File: src/rtl/pulse_width_meter.sv
// rtl/pulse_width_meter.sv - measures high width and rise-to-rise period of a synchronized pulse train
module pulse_width_meter #(
  parameter int CW = 8
) (
  input  logic          clock,
  input  logic          reset_n,
  input  logic          signal,
  input  logic          ack,
  output logic          valid,
  output logic [CW-1:0] width,
  output logic [CW-1:0] period,
  output logic          period_ok,
  output logic          sat,
  output logic          overrun
);

  localparam logic [1:0] WAIT_LOW = 2'd0;
  localparam logic [1:0] ARMED    = 2'd1;
  localparam logic [1:0] HIGH     = 2'd2;
  localparam logic [1:0] LOW      = 2'd3;

  localparam logic [CW-1:0] MAX = {CW{1'b1}};
  localparam logic [CW-1:0] ONE = {{(CW-1){1'b0}}, 1'b1};

  logic          s1_q, s2_q, s3_q;
  logic [1:0]    fill_q, fill_d;
  logic [1:0]    state_q, state_d;
  logic [CW-1:0] wcnt_q, wcnt_d;
  logic [CW-1:0] pcnt_q, pcnt_d;
  logic [CW-1:0] hold_q, hold_d;
  logic          have_prev_q, have_prev_d;
  logic          valid_q, valid_d;
  logic [CW-1:0] width_q, width_d;
  logic [CW-1:0] period_q, period_d;
  logic          period_ok_q, period_ok_d;
  logic          sat_q, sat_d;
  logic          overrun_q, overrun_d;
  logic          load;

  wire rise   = s2_q & ~s3_q;
  wire fall   = ~s2_q & s3_q;
  // s2 only reflects a real post-reset sample once two edges have passed
  wire primed = fill_q[1];

  function automatic logic [CW-1:0] sat_inc(input logic [CW-1:0] x);
    return (x == MAX) ? x : x + ONE;
  endfunction

  always_comb begin
    state_d     = state_q;
    wcnt_d      = wcnt_q;
    pcnt_d      = pcnt_q;
    hold_d      = hold_q;
    have_prev_d = have_prev_q;
    load        = 1'b0;
    fill_d      = primed ? fill_q : fill_q + 2'd1;
    case (state_q)
      WAIT_LOW: if (primed && !s2_q) state_d = ARMED;
      ARMED: begin
        if (rise) begin
          state_d     = HIGH;
          wcnt_d      = ONE;
          pcnt_d      = ONE;
          have_prev_d = 1'b0;
        end
      end
      HIGH: begin
        if (s2_q) begin
          wcnt_d = sat_inc(wcnt_q);
          pcnt_d = sat_inc(pcnt_q);
        end else if (fall) begin
          state_d = LOW;
          load    = 1'b1;
          pcnt_d  = sat_inc(pcnt_q);
        end
      end
      LOW: begin
        if (rise) begin
          state_d     = HIGH;
          hold_d      = pcnt_q;
          pcnt_d      = ONE;
          wcnt_d      = ONE;
          have_prev_d = 1'b1;
        end else begin
          pcnt_d = sat_inc(pcnt_q);
        end
      end
      default: state_d = WAIT_LOW;
    endcase
  end

  always_comb begin
    valid_d     = valid_q;
    width_d     = width_q;
    period_d    = period_q;
    period_ok_d = period_ok_q;
    sat_d       = sat_q;
    overrun_d   = overrun_q;
    if (load) begin
      valid_d     = 1'b1;
      width_d     = wcnt_q;
      period_d    = hold_q;
      period_ok_d = have_prev_q;
      sat_d       = (wcnt_q == MAX) || (hold_q == MAX);
      // an ack on the load edge accepts the old result, so nothing is lost
      if (valid_q) overrun_d = ~ack;
    end else if (valid_q && ack) begin
      valid_d   = 1'b0;
      overrun_d = 1'b0;
    end
  end

  always_ff @(posedge clock) begin
    if (!reset_n) begin
      s1_q        <= 1'b0;
      s2_q        <= 1'b0;
      s3_q        <= 1'b0;
      fill_q      <= 2'd0;
      state_q     <= WAIT_LOW;
      wcnt_q      <= '0;
      pcnt_q      <= '0;
      hold_q      <= '0;
      have_prev_q <= 1'b0;
      valid_q     <= 1'b0;
      width_q     <= '0;
      period_q    <= '0;
      period_ok_q <= 1'b0;
      sat_q       <= 1'b0;
      overrun_q   <= 1'b0;
    end else begin
      s1_q        <= signal;
      s2_q        <= s1_q;
      s3_q        <= s2_q;
      fill_q      <= fill_d;
      state_q     <= state_d;
      wcnt_q      <= wcnt_d;
      pcnt_q      <= pcnt_d;
      hold_q      <= hold_d;
      have_prev_q <= have_prev_d;
      valid_q     <= valid_d;
      width_q     <= width_d;
      period_q    <= period_d;
      period_ok_q <= period_ok_d;
      sat_q       <= sat_d;
      overrun_q   <= overrun_d;
    end
  end

  assign valid     = valid_q;
  assign width     = width_q;
  assign period    = period_q;
  assign period_ok = period_ok_q;
  assign sat       = sat_q;
  assign overrun   = overrun_q;

endmodule

File: config.mk
export PLATFORM = sky130hd
export DESIGN_NAME = pulse_width_meter
export DESIGN_NICKNAME = d
export VERILOG_FILES = /design/src/rtl/pulse_width_meter.sv
export SDC_FILE = /design/constraint.sdc
export NUM_CORES = 1
export LEC_CHECK = 0
export CORE_ASPECT_RATIO = 2
export CORE_UTILIZATION = 56
export CTS_BUF_LIST = sky130_fd_sc_hd__clkbuf_16
export DETAILED_ROUTE_END_ITERATION = 12
export PLACE_DENSITY = 0.84
export SLEW_MARGIN = 15
export SYNTH_ARGS = -nofsm -noshare
export SYNTH_HDL_FRONTEND = slang
export SYNTH_SLANG_ARGS = --single-unit
File: constraint.sdc
create_clock -name clock -period 1.8 [get_ports clock]
set_input_delay 0.36 -clock clock [delete_from_list [all_inputs] [get_ports clock]]
set_output_delay 0.36 -clock clock [all_outputs]
set_load 0.01 [all_outputs]
==> impl_metrics.env <==
export IMPL_start_kind="flop"
export IMPL_stdcell_area_um2=2806
export IMPL_grt_pass1_wl_um=8280
export IMPL_clock_sinks=52
export IMPL_final_util_pct=71.52
export IMPL_path_buf_inv=0
export IMPL_drtAntennaViolNets=0
export IMPL_synth_top_area_share_pct=44.47
export IMPL_crit_family="simple AND/OR/NAND/NOR gates"
export IMPL_num_fill_cells=321
export IMPL_required_ps=2020
export IMPL_skew_ps=4.700
export IMPL_layout_nets=300
export IMPL_synth_area_per_cell_um2=8.801
export IMPL_layout_setup_ws_ps=120.9
export IMPL_grt_usage_pct=25.19
export IMPL_min_path_cells=1
export IMPL_core_um2=3924
export IMPL_syn_cell_area_um2=2341
export IMPL_rsz0062_at_grt="no"
export IMPL_period_share_pct=93.29
export IMPL_cts_reportedPaths_clkPinSlew_ps=60
export IMPL_cts_tree="yes"
export IMPL_initial_utilization_pct=59.66
export IMPL_period_needed_ps=1679
export IMPL_netlist_top_cell_by_area="dfxtp_1"
export IMPL_ys_ff_latch=52
export IMPL_synthSimpleGateAreaFrac_pct=27.95
export IMPL_p_leak_nw=0.9284
export IMPL_slew_violations=0
export IMPL_pre_cts_slack_ps=113.6
export IMPL_ys_warn_count=0
export IMPL_synth_cell_types=47
export IMPL_clock_root_buffer="clkbuf_16"
export IMPL_slowest_delay_ps=420
export IMPL_post_cts_buffers=0
export IMPL_place_area_um2=2639
export IMPL_dieHeight_um=93.44
export IMPL_cts_made_buffers=5
export IMPL_cp_data_arrival_time_ps=1900
export IMPL_grt_max_degree=42
export IMPL_synth_area_leaders="dfxtp_1 44%, nand2_1 11%, a21boi_0 6.4%"
export IMPL_yosysMostFrequentCell="nand2_1"
export IMPL_num_vias=1987
export IMPL_clkLatencyLatePin_ps=290
export IMPL_r2r_slack_ps=120
export IMPL_syn_nets=272
export IMPL_max_freq_ghz=0.5955
export IMPL_worstMarginPinSlew_ps=583.4
export IMPL_reg2reg_from="pcnt_q[0]$_SDFFE_PN0P_"
export IMPL_crit_type="flop to flop"
export IMPL_clockBufferDepth=2
export IMPL_drtPass1Iterations=4
export IMPL_critPathSlowestCell="or4_1"
export IMPL_antenna_found_initial=0
export IMPL_port_buffers=23
export IMPL_hp_class="flop to flop"
export IMPL_power_density_nw_per_um2=838.3
export IMPL_worstRegToRegCells=5
export IMPL_reg2reg_to="pcnt_q[5]$_SDFFE_PN0P_"
export IMPL_hold_violations=0
export IMPL_yosys_top_cells_count="70 x nand2_1, 52 x dfxtp_1, 20 x a21boi_0, 9 x a21boi_1, 8 x nor2_1"
export IMPL_dp_cells=338
export IMPL_cap_violations=0
export IMPL_outcome="complete, no violations"
export IMPL_num_rows=32
export IMPL_postSynthCellCount=266
export IMPL_synthAdderAreaFrac_pct=1.069
export IMPL_drive_gt1_share_pct=9.831
export IMPL_die_x_um=47.72
export IMPL_wl_um=4904
export IMPL_syn2layout_area_growth_pct=19.88
export IMPL_overflow=0
export IMPL_drc=0
export IMPL_crit_path_cell_trace="ha_1 -> nand3_1 -> o211ai_1 -> or4_1 -> a21oi_1"
export IMPL_routedWlPerCell_um=14.17
export IMPL_synth_mux_area_share_pct=2.565
export IMPL_slew_headroom_pct=61.11
export IMPL_setup_tns_ps=0
export IMPL_synth_top_family_by_area="simple AND/OR/NAND/NOR gates"
export IMPL_num_io_pins=24
export IMPL_vias_per_cell=5.743
export IMPL_worstHoldEndpoint="s2_q$_SDFF_PN0_"
export IMPL_cp_end_kind="flop"
export IMPL_synth_edff_count=0
export IMPL_vdd_drop_max_mv=0.7827
export IMPL_gp_congestion=0.8068
export IMPL_cts_htree_levels=2
export IMPL_synth_compound_gate_area_share_pct=19.29
export IMPL_dieArea_um2=4459
export IMPL_first_global_vias=1913
export IMPL_synthArstFlopShare_pct=0
export IMPL_stdcell_count=346
export IMPL_hpwlAfterDp_um=3502
export IMPL_setup_viol=0
export IMPL_synth_ff_type="dfxtp_1"
export IMPL_ys_seq_area_share_pct=44.47
export IMPL_initialDrtViolationCount=69
export IMPL_diodes=0
export IMPL_hp_start="s1_q$_SDFF_PN0_"
export IMPL_path_max_fanout=7
export IMPL_synthXorXnorAreaFrac_pct=0.7483
==> worst register-to-register path: cells and delay by family (launching register included) <==
family / cells / cell delay, ps
adders and majority gates: 1 / 250
DFF: 1 / 380
AOI/OAI and AO/OA: 2 / 320
and+or+nand+nor: 2 / 650
==> kinds of logic (layout without fill, tap and decap cells) <==
| kind of cell | after synthesis | in the layout |
|---|---|---|
| flops | 52 | 52 |
| buf+inv | 16 | 45 |
| compound gates | 62 | 62 |
| xor+xnor | 2 | 2 |
| simple gates | 126 | 126 |
| fa+ha+maj | 2 | 2 |
| mux | 6 | 6 |
==> flip-flops by register name (all words and copies together) (netlist names) <==
register	cells
overrun	1
valid	1
wcnt_q	8
sat	1
have_prev_q	1
period	8
fill_q	2
period_ok	1
s2_q	1
s3_q	1
s1_q	1
hold_q	8
pcnt_q	8
width	8
state_q	2
==> final cells by class <==
class	count	area [um^2]	area share (%)
Clock buffer	5	125.1	4.458
Timing Repair Buffer	34	312.8	11.15
Clock inverter	3	38.79	1.382
Multi-Input combinational cell	198	1211	43.16
Tap cell	51	63.81	2.274
Inverter	3	12.51	0.4458
Sequential cell	52	1042	37.14
==> what timing repair did <==
action	CTS	global route
setup endpoints to repair	0	2
hold buffers	0	0
resized for setup	0	2
==> worst max-delay path by stage <==
stage | slack (ps) | cells past startpoint | end | startpoint
floorplan | 330 | 5 | pcnt_q[0]$_SDFFE_PN0P_ | pcnt_q[0]$_SDFFE_PN0P_
global placement | 170 | 5 | pcnt_q[0]$_SDFFE_PN0P_ | pcnt_q[0]$_SDFFE_PN0P_
detailed placement | 110 | 5 | pcnt_q[0]$_SDFFE_PN0P_ | pcnt_q[0]$_SDFFE_PN0P_
CTS | 100 | 5 | pcnt_q[0]$_SDFFE_PN0P_ | pcnt_q[0]$_SDFFE_PN0P_
global route | 30 | 4 | hold_q[0]$_SDFFE_PN0P_ | state_q[0]$_SDFFE_PN0P_
finish | 120 | 5 | pcnt_q[5]$_SDFFE_PN0P_ | pcnt_q[0]$_SDFFE_PN0P_
==> layer usage <==
metal	GRT usage, %	wire length, um
met5	0	0
met4	12.04	154
met3	4.440	178
met2	43.81	2619
met1	27.07	1951
==> per-stage QoR <==
stage               total power [mW]  hold WS, ps
detailed placement             1.327        423.0
global route                   2.417        455.0
finish                         2.353        437.1
global placement               1.323        415.1
CTS                            2.353        441.0
floorplan                      1.302        411.9
==> report_power, final <==
| group | total, mW | internal [mW] | switching (mW) |
|---|---|---|---|
| clock network | 1.05 | 0.648 | 0.400 |
| registers | 1.19 | 1.17 | 0.0261 |
| logic | 0.110 | 0.0501 | 0.0598 |
==> layout by cell type (no fill, tap or decap), types with 2 or more instances in the layout <==
cell type / synthesis / final
o21ai_0: 5 / 5
a21oi_1: 6 / 6
or4_1: 4 / 4
nand2_1: 70 / 70
o311ai_0: 2 / 2
nand3_1: 5 / 5
o21a_1: 3 / 3
o211ai_1: 2 / 2
a21boi_1: 9 / 9
ha_1: 2 / 2
or2_2: 2 / 2
and2_1: 7 / 7
dfxtp_1: 52 / 51
mux2i_1: 6 / 6
clkdlybuf4s50_1: 0 / 23
nand4_1: 7 / 7
buf_4: 3 / 11
o31a_1: 2 / 2
a21boi_0: 20 / 20
clkinv_2: 1 / 2
nor2_1: 8 / 7
nand2b_1: 6 / 6
nor4_1: 4 / 4
o31ai_1: 5 / 5
clkbuf_16: 0 / 5
inv_1: 2 / 3
nor3_1: 4 / 4
No activity file was read; power rests on OpenSTA's default activity.
